File: src/rtl/ddr_wb_bridge_if.sv
// Wishbone B3 classic bus bundle between the system arbiter (master) and ddr_wb_bridge (slave).
interface ddr_wb_bridge_if;
  logic [31:0] adr;
  logic [31:0] dat_w;
  logic [31:0] dat_r;
  logic [3:0]  sel;
  logic        we;
  logic        cyc;
  logic        stb;
  logic        ack;
  logic        err;

  modport master (output adr, dat_w, sel, we, cyc, stb, input  dat_r, ack, err);
  modport slave  (input  adr, dat_w, sel, we, cyc, stb, output dat_r, ack, err);
endinterface

File: src/rtl/ddr_wb_bridge.sv
// Wishbone B3 classic slave to DDR controller local-interface bridge; one access at a time, phy_clk domain.
// Define DDR_WB_BRIDGE_WRITE_POST_EN to ack writes on acceptance and drain them to the controller in the background.
module ddr_wb_bridge #(
  parameter int unsigned ADDR_W     = 23,
  parameter int unsigned RD_TIMEOUT = 1023
) (
  input  logic              phy_clk,
  input  logic              reset_phy_clk,
  ddr_wb_bridge_if.slave    wb,
  output logic [ADDR_W-1:0] local_address,
  output logic [3:0]        local_be,
  output logic [31:0]       local_wdata,
  output logic              local_read_req,
  output logic              local_write_req,
  output logic              local_burstbegin,
  output logic [1:0]        local_size,
  input  logic              local_ready,
  input  logic              local_wdata_req,
  input  logic              local_rdata_valid,
  input  logic              local_init_done,
  input  logic [31:0]       local_rdata
);
  localparam int unsigned CNT_W = $clog2(RD_TIMEOUT + 1);

  typedef enum logic [2:0] {IDLE, RD_REQ, RD_WAIT, WR_REQ, WR_DATA, ACK} state_t;

  // A posted write was already acked when it was sampled, so its drain ends straight in IDLE.
`ifdef DDR_WB_BRIDGE_WRITE_POST_EN
  localparam state_t WR_DONE = IDLE;
`else
  localparam state_t WR_DONE = ACK;
`endif

  state_t           state;
  state_t           state_nxt;
  logic [CNT_W-1:0] rd_cnt;
  logic             rd_timeout;
  logic             abort_q;
  logic             accept;
  logic             read_req_d;
  logic             write_req_d;
  logic             ack_d;
  logic             err_d;
  logic             unused_adr;

  assign accept     = (state == IDLE) && wb.cyc && wb.stb && local_init_done;
  assign rd_timeout = (rd_cnt == CNT_W'(RD_TIMEOUT));
  assign local_size = 2'd1;
  assign unused_adr = ^{wb.adr[31:ADDR_W+2], wb.adr[1:0]};

  // State register.
  always_ff @(posedge phy_clk) begin
    if (reset_phy_clk) begin
      state <= IDLE;
    end else begin
      state <= state_nxt;
    end
  end

  // Next-state logic; rdata_valid wins over a watchdog expiry in the same cycle.
  always_comb begin
    state_nxt = state;
    case (state)
      IDLE:    if (accept) state_nxt = wb.we ? WR_REQ : RD_REQ;
      RD_REQ:  if (local_ready) state_nxt = RD_WAIT;
      RD_WAIT: if (local_rdata_valid || rd_timeout) state_nxt = ACK;
      WR_REQ:  if (local_ready) state_nxt = local_wdata_req ? WR_DONE : WR_DATA;
      WR_DATA: if (local_wdata_req) state_nxt = WR_DONE;
      ACK:     state_nxt = IDLE;
      default: state_nxt = IDLE;
    endcase
  end

  // Output decode against the state being entered so the registered outputs line up with it.
  always_comb begin
    read_req_d  = 1'b0;
    write_req_d = 1'b0;
    ack_d       = 1'b0;
    err_d       = 1'b0;
    read_req_d  = (state_nxt == RD_REQ);
    write_req_d = (state_nxt == WR_REQ);
    if ((state_nxt == ACK) && wb.cyc && !abort_q) begin
      if ((state == RD_WAIT) && !local_rdata_valid) err_d = 1'b1;
      else                                          ack_d = 1'b1;
    end
`ifdef DDR_WB_BRIDGE_WRITE_POST_EN
    if (accept && wb.we) ack_d = 1'b1;
`endif
  end

  // Output registers.
  always_ff @(posedge phy_clk) begin
    if (reset_phy_clk) begin
      local_read_req   <= 1'b0;
      local_write_req  <= 1'b0;
      local_burstbegin <= 1'b0;
      wb.ack           <= 1'b0;
      wb.err           <= 1'b0;
    end else begin
      local_read_req   <= read_req_d;
      local_write_req  <= write_req_d;
      local_burstbegin <= read_req_d | write_req_d;
      wb.ack           <= ack_d;
      wb.err           <= err_d;
    end
  end

  // Access latch, read-data capture, read watchdog and cyc-abort tracking.
  always_ff @(posedge phy_clk) begin
    if (reset_phy_clk) begin
      local_address <= '0;
      local_be      <= '0;
      local_wdata   <= '0;
      wb.dat_r      <= '0;
      rd_cnt        <= '0;
      abort_q       <= 1'b0;
    end else begin
      if (accept) begin
        local_address <= wb.adr[ADDR_W+1:2];
        local_be      <= wb.sel;
        local_wdata   <= wb.dat_w;
        abort_q       <= 1'b0;
      end else if ((state != IDLE) && !wb.cyc) begin
        abort_q <= 1'b1;
      end
      if ((state == RD_WAIT) && local_rdata_valid) wb.dat_r <= local_rdata;
      if (state == RD_WAIT) rd_cnt <= rd_cnt + CNT_W'(1);
      else                  rd_cnt <= '0;
    end
  end
endmodule

File: src/flat_wrapper.sv
// flat-port wrapper written by rule: the top's interface ports become plain ports
module ddr_wb_bridge_flat 
#(
  parameter int unsigned ADDR_W     = 23,
  parameter int unsigned RD_TIMEOUT = 1023
)
  (phy_clk, reset_phy_clk, local_address, local_be, local_wdata, local_read_req, local_write_req, local_burstbegin, local_size, local_ready, local_wdata_req, local_rdata_valid, local_init_done, local_rdata, wb_adr, wb_dat_w, wb_sel, wb_we, wb_cyc, wb_stb, wb_dat_r, wb_ack, wb_err);
  ddr_wb_bridge_if wb_i ();
  input  logic phy_clk;
  input  logic reset_phy_clk;
  output logic [ADDR_W-1:0] local_address;
  output logic [3:0] local_be;
  output logic [31:0] local_wdata;
  output logic local_read_req;
  output logic local_write_req;
  output logic local_burstbegin;
  output logic [1:0] local_size;
  input  logic local_ready;
  input  logic local_wdata_req;
  input  logic local_rdata_valid;
  input  logic local_init_done;
  input  logic [31:0] local_rdata;
  input wire logic [$bits(wb_i.adr)-1:0] wb_adr;
  input wire logic [$bits(wb_i.dat_w)-1:0] wb_dat_w;
  input wire logic [$bits(wb_i.sel)-1:0] wb_sel;
  input wire logic [$bits(wb_i.we)-1:0] wb_we;
  input wire logic [$bits(wb_i.cyc)-1:0] wb_cyc;
  input wire logic [$bits(wb_i.stb)-1:0] wb_stb;
  output wire logic [$bits(wb_i.dat_r)-1:0] wb_dat_r;
  output wire logic [$bits(wb_i.ack)-1:0] wb_ack;
  output wire logic [$bits(wb_i.err)-1:0] wb_err;
  assign wb_i.adr = wb_adr;
  assign wb_i.dat_w = wb_dat_w;
  assign wb_i.sel = wb_sel;
  assign wb_i.we = wb_we;
  assign wb_i.cyc = wb_cyc;
  assign wb_i.stb = wb_stb;
  assign wb_dat_r = wb_i.dat_r;
  assign wb_ack = wb_i.ack;
  assign wb_err = wb_i.err;
  ddr_wb_bridge #(.ADDR_W(ADDR_W), .RD_TIMEOUT(RD_TIMEOUT)) u_core (.phy_clk(phy_clk), .reset_phy_clk(reset_phy_clk), .wb(wb_i), .local_address(local_address), .local_be(local_be), .local_wdata(local_wdata), .local_read_req(local_read_req), .local_write_req(local_write_req), .local_burstbegin(local_burstbegin), .local_size(local_size), .local_ready(local_ready), .local_wdata_req(local_wdata_req), .local_rdata_valid(local_rdata_valid), .local_init_done(local_init_done), .local_rdata(local_rdata));
endmodule
File: config.mk
export PLATFORM = sky130hd
export DESIGN_NAME = ddr_wb_bridge_flat
export DESIGN_NICKNAME = d
export VERILOG_FILES = /design/src/rtl/ddr_wb_bridge_if.sv /design/src/rtl/ddr_wb_bridge.sv /design/src/flat_wrapper.sv
export SDC_FILE = /design/constraint.sdc
export NUM_CORES = 1
export LEC_CHECK = 0
export CORE_AREA = 3 3 101 103
export DETAILED_ROUTE_END_ITERATION = 16
export DIE_AREA = 0 0 104 106
export PLACE_DENSITY = 0.87
export SLEW_MARGIN = 25
export SYNTH_ARGS = -nofsm -noshare
export SYNTH_HDL_FRONTEND = slang
export SYNTH_SLANG_ARGS = --single-unit
File: constraint.sdc
create_clock -name phy_clk -period 2.69 [get_ports phy_clk]
set_input_delay 0.538 -clock phy_clk [delete_from_list [all_inputs] [get_ports phy_clk]]
set_output_delay 0.538 -clock phy_clk [all_outputs]
set_load 0.02 [all_outputs]
# Word level (Yosys, flattened, before mapping)
# Cells that the tools add are included.
[word_totals]
elab_cells = 51
ramBits = 0
reg_bits = 110
rom_bits = 0
in_bits = 109
out_inout_bits = 98
n_memories = 0
latch_bits = 0
[classes]
n_reduce_logical = 17
order_cmp = 0
shift = 0
bitwise = 3
n_mux = 10
div_mod_pow = 0
addsub = 1
eq_ne = 8
n_mul = 0
[ops]
columns = ["operator", "n"]
rows = [
  ["$mux W3", 5],
  ["$pmux W3 S5", 1],
  ["$add A10 B1 Y10 const B", 1],
  ["$eq A10 B10 Y1 const B", 1],
  ["$eq A3 B2 Y1 const B", 3],
  ["$logic_and A1 B1 Y1", 8],
  ["$eq A3 B1 Y1 const B", 2],
  ["$eq A3 B3 Y1 const B", 2],
  ["$reduce_or A2 Y1", 3],
  ["$logic_not A1 Y1", 3],
  ["$logic_not A3 Y1", 1],
  ["$mux W1", 3],
  ["$reduce_bool A3 Y1", 1],
  ["$mux W2", 1],
  ["$not A1 Y1", 2],
  ["$logic_or A1 B1 Y1", 1],
  ["$or A1 B1 Y1", 1],
]

# Longest topological paths before layout
# Gate-level depths: netlist of the first run.
[logic_depth]
word_depth = 11
mapped_depth = 7
ltp_nobuf = 5

# Worst setup path after synthesis of the first run
# OpenSTA, ideal clock, no wires.
[synth_path]
path_kind = "in2reg"
start = "input port reset_phy_clk"
end = "register u_core.local_address[0]"
arrival_ns = 1.297
cell_stages = 4
n_path_buf = 3
required_time_ns = 2.558
slack_ns = 1.260
setup_time_ns = 0.132
path_cell_list = "clkbuf_1 -> clkbuf_1 -> clkbuf_1 -> a21oi_1"
[synth_lines]
columns = ["element", "line_no", "rtl"]
rows = [
  ["from (decl)", "flat_wrapper.sv:10", "input logic reset_phy_clk;"],
  ["to (signal assigned)", "ddr_wb_bridge.sv:119", "local_address <= wb.adr[ADDR_W+1:2];"],
  ["to (decl)", "ddr_wb_bridge.sv:10", "output logic [ADDR_W-1:0] local_address,"],
]
# No word-level cell between the ends.

# Worst setup path after layout of the first run
[layout_path]
start = "register u_core.wb.dat_r[20]"
end = "output port wb_dat_r[20]"
[layout_lines]
columns = ["element", "line_no", "rtl"]
rows = [
  ["from (decl)", "ddr_wb_bridge_if.sv:14", "modport slave (input adr, dat_w, sel, we, cyc, stb, output dat_r, ack, err);"],
  ["from (signal assigned)", "ddr_wb_bridge.sv:126", "if ((state == RD_WAIT) && local_rdata_valid) wb.dat_r <= local_rdata;"],
  ["to (decl)", "flat_wrapper.sv:29", "output wire logic [$bits(wb_i.dat_r)-1:0] wb_dat_r;"],
]
# No word-level cell between the ends.

==> results of run 1 <==
==> cells by family (layout without fill, tap and decap cells) <==
family	count (synthesis)	count (layout)
AO/OA/AOI/OAI	106	106
XOR/XNOR	8	8
adder cells (fa/ha/maj)	1	1
buffers and inverters	39	220
flip-flops	110	110
other	2	2
AND/OR/NAND/NOR	228	228
==> cell type report <==
cell class	instances	share of cell area, %
Sequential cell	110	35.8
Timing Repair Buffer	202	32.7
Multi-Input combinational cell	345	25.9
Tap cell	129	2.62
Clock buffer	10	2.07
Clock inverter	5	0.712
Inverter	3	0.183
==> worst min-delay path by stage <==
| stage | startpoint | to | slack, ps | cells after the start |
|---|---|---|---|---|
| after CTS | u_core.local_wdata[7]$_SDFFE_PP0P_ | u_core.local_wdata[7]$_SDFFE_PP0P_ | 460 | 2 |
| after global routing | u_core.local_address[3]$_SDFFE_PP0P_ | u_core.local_address[3]$_SDFFE_PP0P_ | 480 | 2 |
| after global placement | u_core.rd_cnt[0]$_SDFF_PP0_ | u_core.rd_cnt[0]$_SDFF_PP0_ | 430 | 1 |
| after floorplan | u_core.rd_cnt[0]$_SDFF_PP0_ | u_core.rd_cnt[0]$_SDFF_PP0_ | 420 | 1 |
| after detailed placement | u_core.local_wdata[31]$_SDFFE_PP0P_ | u_core.local_wdata[31]$_SDFFE_PP0P_ | 450 | 2 |
| final | u_core.local_wdata[16]$_SDFFE_PP0P_ | u_core.local_wdata[16]$_SDFFE_PP0P_ | 460 | 2 |
==> flip-flops by register name, indices dropped and copies added, names as in the netlist <==
signal                   cells
u_core.local_write_req       1
u_core.local_read_req        1
u_core.local_address        23
u_core.local_wdata          32
u_core.wb.ack                1
u_core.local_be              4
u_core.rd_cnt               10
u_core.state                 3
u_core.local_burstbegin      1
u_core.abort_q               1
u_core.wb.dat_r             32
u_core.wb.err                1
==> cell usage in the layout (no fill, tap or decap), types with 6 or more instances in the layout <==
cell             count
a21oi_1             95
buf_4                6
clkbuf_8             9
clkdlybuf4s50_1    194
dfxtp_1            110
nand2_1            187
nor2_1              17
==> cells in the mapped netlist (2+ instances only) <==
| cell type | number |
|---|---|
| clkbuf_1 | 21 |
| nor2_1 | 17 |
| o21ai_0 | 4 |
| nor2b_1 | 3 |
| nand4_1 | 2 |
| nand2b_1 | 3 |
| nand2_1 | 187 |
| conb_1 | 2 |
| a32oi_1 | 2 |
| dfxtp_1 | 110 |
| xnor2_1 | 4 |
| buf_4 | 7 |
| a21oi_1 | 95 |
| and4_1 | 2 |
| inv_1 | 3 |
| xor2_1 | 4 |
| and2_1 | 2 |
| nand3_1 | 4 |
| buf_6 | 6 |
==> power by group <==
part / switching [W] / internal [W]
combinational: 0.000201 / 0.000243
sequential: 0.0000270 / 0.00167
clock: 0.000556 / 0.000344
total: 0.000784 / 0.00226
==> metrics by stage <==
stage | total power, W | cell area, um^2
after CTS | 0.00308 | 6150
after detailed placement | 0.00218 | 5980
final | 0.00305 | 6150
after global placement | 0.00217 | 5980
after global routing | 0.00318 | 6150
after floorplan | 0.00193 | 4030
==> routing by layer <==
layer  track usage [%]  share of wire, %
met4              8.26               3.0
met2              35.4                50
met3              5.71               7.4
met5                 0                 0
met1              23.2                39
==> flow_summary.json, run 1 <==
{
  "routed_wl_um": 11300,
  "whs_ps": 458,
  "drc_errors": 0,
  "synth_warnings": 0,
  "regArea_mm2": 0.00220,
  "finalMaxSlewViolations": 0,
  "period_share_pct": 70.5,
  "crit_chain": "clkdlybuf4s50_1",
  "synth_top_family_by_area": "simple AND/OR/NAND/NOR gates",
  "globalRouteOverflowTotal": 0,
  "syn_nets": 604,
  "final_cells": 804,
  "drtIter0Drc": 168,
  "cts_tree": "yes",
  "rsz0062_at_grt": "no",
  "postSynthRegisterBits": 110,
  "synth-xor-area-share_pct": 1.74,
  "crit_arrival_ps": 1360,
  "fp.coreArea_mm2": 0.00928,
  "synth_area_mm2": 0.00403,
  "initial_utilization_pct": 43.4,
  "min_path_type": "register to register",
  "track_usage_pct": 20.2,
  "clk_pin_slew_ps": 110,
  "setup.worst_path.start": "u_core.wb.dat_r[20]$_SDFFE_PP0P_",
  "die-area_mm2": 0.0110,
  "antenna_left": 0,
  "syn_inst": 494,
  "power.leakage_nw": 2.11,
  "setup_viol": 0,
  "ys_types": 35,
  "cpMaxStageDelayCell": "clkdlybuf4s50_1",
  "cp-end-kind": "primary output",
  "fin_ws_ps": 793,
  "synth_compound_area_share_pct": 14.3,
  "tightest_slew_ps": 522,
  "crit_family": "buffers and inverters",
  "cts_root_buffer": "clkbuf_8",
  "fmax_mhz": 527,
  "cts_sinks": 110,
  "max_slew_margin_pct": 65.2,
  "synth-simple-area-share_pct": 23.1,
  "portBuffers": 195,
  "post-place-ws_ps": 569,
  "synth-adder-area-share_pct": 0.311,
  "cp_max_fo": 2,
  "post_cts_resized": 0,
  "cts_buffer_depth": 2,
  "r2r-end": "u_core.local_wdata[29]$_SDFFE_PP0P_",
  "clk_latency_ps": 370,
  "irDropWorstVdd_v": 0.000284,
  "synth_top_area_cell": "dfxtp_1",
  "ctsHtreeMaxLevel": 3,
  "hold_buffers": 0,
  "post-cts-setup-buffer-count": 0,
  "critPathCapture": "wb_dat_r[20]",
  "wire_per_inst_um": 14.1,
  "drt_pass1_iterations": 4,
  "synthArstFlopShare_pct": 0,
  "setup_tns_ps": 0,
  "status": "completed",
  "drive_above_1_share_pct": 3.85,
  "cp.required_ps": 2150,
  "cp.depth": 1,
  "layout_min_cycle_time_ps": 1900,
  "die-width_um": 104,
  "die_h_um": 106,
  "grt_max_degree": 61,
  "grt_pass1_vias": 3787,
  "placedCellCount": 789,
  "post-dp-hpwl_um": 8390,
  "crit_type": "register to primary output",
  "final_util_pct": 66.3,
  "antenna_found_initial": 0,
  "viasPerCell": 4.80,
  "syn_to_final_growth_pct": 52.8,
  "fill_cells": 767,
  "via_count": 3860,
  "skew_ps": 15.5,
  "worstPathBufferInverterCount": 1,
  "synth-main-ff-cell": "dfxtp_1",
  "cp-start-kind": "register",
  "cts_buffers": 9,
  "antennaDiodeCount": 0,
  "io_pins": 207,
  "grt_pass1_wl_um": 18300,
  "synthTopCellsByArea": "dfxtp_1 (55%), nand2_1 (17%), a21oi_1 (12%)",
  "core.rowCount": 35,
  "crit-reg2reg-launch": "u_core.state[2]$_SDFF_PP0_",
  "worst_r2r_path_depth": 5,
  "synth_edf_count": 0,
  "power.density_mw_per_mm2": 495,
  "multi_input_area_mm2": 0.00160,
  "syn-mean-instance-area_um2": 8.15,
  "reg2reg_setup_slack_ps": 930,
  "hold_viol_final": 0,
  "slowest_delay_ps": 630,
  "gp_congestion": 0.761,
  "synth_top_area_share_pct": 54.7,
  "muxShareOfSynthArea_pct": 0,
  "nets": 781,
  "ys_seq_area_share_pct": 54.7,
  "cap_violations": 0
}
Note: power is estimated with default switching activity, not from simulation.
==> run 2: changes to the inputs <==
- CORE_AREA: 3 3 101 103 -> 3 3 110 112
- DIE_AREA: 0 0 104 106 -> 0 0 113 115
- PLACE_DENSITY: 0.87 -> 0.78
- clock period: 2.69 -> 1.6 ns (I/O delays scaled with it)
==> run 2 against run 1 <==
Against the previous run:
- final cell count up 2.7%
- sequential share of layout area decreased by 1.0 points
- critical path type unchanged
- sequential power is 68% higher
- global-route usage down 3.7 points
- largest power group unchanged
- power rose by 91%
- die area rose by 18%
- final area rose by 3.0%
- worst hold slack got worse by 190 ps
==> flow_summary.json, run 2 (same netlist as run 1, synthesis figures left out) <==
{
  "status": "completed",
  "gp_congestion": 0.882,
  "fill_cells": 1024,
  "hold_viol_final": 0,
  "die-area_mm2": 0.0130,
  "crit_arrival_ps": 1250,
  "cp.required_ps": 1280,
  "cp_max_fo": 2,
  "drive_above_1_share_pct": 5.12,
  "cts_buffer_depth": 2,
  "globalRouteOverflowTotal": 0,
  "cts_buffers": 9,
  "layout_commonest_cell": "nand2_1",
  "place_area_mm2": 0.00609,
  "cpMaxStageDelayCell": "clkdlybuf4s50_1",
  "min_path_type": "primary input to register",
  "fmax_mhz": 638,
  "antennaDiodeCount": 0,
  "setup_viol": 0,
  "layout_min_cycle_time_ps": 1570,
  "wire_per_inst_um": 13.4,
  "period_share_pct": 98.0,
  "finalPower_w": 0.00583,
  "cts_sinks": 110,
  "clk_latency_ps": 330,
  "drtIter0Drc": 198,
  "crit_type": "register to primary output",
  "grt_pass1_wl_um": 17700,
  "regArea_mm2": 0.00220,
  "grt_max_degree": 48,
  "die-width_um": 113,
  "rsz0062_at_grt": "yes",
  "track_usage_pct": 16.4,
  "initial_utilization_pct": 35.6,
  "skew_ps": 6.91,
  "cp-start-kind": "register",
  "antenna_left": 0,
  "die_h_um": 115,
  "cts_tree": "yes",
  "hold_buffers": 0,
  "power.leakage_nw": 2.84,
  "io_pins": 207,
  "ctsHtreeMaxLevel": 3,
  "portBuffers": 195,
  "grt_pass1_vias": 3804,
  "setup_tns_ps": 0,
  "routed_wl_um": 11100,
  "final_cell_mix": "nand2_1 (187), dfxtp_1 (110), clkdlybuf4s50_1 (99), a21oi_1 (95), dlygate4sd2_1 (81)",
  "crit_chain": "clkdlybuf4s50_1",
  "cap_violations": 0,
  "multi_input_area_mm2": 0.00160,
  "nets": 788,
  "irDropWorstVdd_v": 0.000639,
  "crit_family": "buffers and inverters",
  "cts_root_buffer": "clkbuf_16",
  "clk_pin_slew_ps": 70,
  "cp-end-kind": "primary output",
  "drt_pass1_iterations": 6,
  "fp.coreArea_mm2": 0.0113,
  "design_area_mm2": 0.00634,
  "whs_ps": 266,
  "drc_errors": 0,
  "power.density_mw_per_mm2": 920,
  "slowest_delay_ps": 600,
  "post-dp-hpwl_um": 8450,
  "syn_to_final_growth_pct": 57.3,
  "worstPathBufferInverterCount": 1,
  "top_regs": "u_core.local_wdata: 32 flops, u_core.wb.dat_r: 32 flops, u_core.local_address: 23 flops",
  "reg2reg_setup_slack_ps": 80,
  "finalMaxSlewViolations": 0,
  "core.rowCount": 39,
  "viasPerCell": 4.68,
  "via_count": 3864,
  "antenna_found_initial": 0
}
==> run 2: worst paths after layout <==
check,startpoint,to,cells past startpoint
max reg2reg,u_core.state[1]$_SDFF_PP0_,u_core.wb.dat_r[29]$_SDFFE_PP0P_,5
max,u_core.local_wdata[1]$_SDFFE_PP0P_,local_wdata[1],1
min,reset_phy_clk,u_core.state[1]$_SDFF_PP0_,2
min reg2reg,u_core.local_wdata[16]$_SDFFE_PP0P_,u_core.local_wdata[16]$_SDFFE_PP0P_,2
==> run 2: final cells by class <==
type                       count  share of cell area (%)
clock buffer                  12                    4.05
sequential                   110                    34.8
inverter                       3                   0.178
clock inverter                 4                   0.849
multi-input combinational    345                    25.2
tap                          143                    2.82
timing repair buffer         209                    32.1
==> run 2: metrics by stage <==
stage	std cells	utilization [%]	worst slack [ps]
after floorplan	494	-	183
after global placement	810	53.8	5.17
after detailed placement	810	53.8	-56.0
after CTS	826	55.6	0.0612
after global routing	826	56.0	-32.8
final	826	56.0	32.2
==> run 2: routing by layer <==
| metal | vias to the layer above | GRT usage, % | wire length [um] |
|---|---|---|---|
| li1 | 1962 | - | - |
| met4 | 0 | 5.77 | 218 |
| met3 | 14 | 4.16 | 788 |
| met2 | 129 | 29.4 | 5480 |
| met1 | 1759 | 19.1 | 4620 |
| met5 | - | 0 | 0 |
==> run 2: repair_timing <==
action                     4_1_cts  5_1_grt
cloned                           0        0
setup endpoints to repair       81       28
pin swaps                        0        1
buffers inserted                 0        0
gates resized for setup         81       15
==> run 2: power by group <==
| group | leakage [nW] | switching [W] | internal [W] |
|---|---|---|---|
| Clock | 0.145 | 0.000946 | 0.00131 |
| Combinational | 1.80 | 0.000341 | 0.000381 |
| Sequential | 0.890 | 0.0000417 | 0.00282 |
| Total | 2.84 | 0.00133 | 0.00450 |
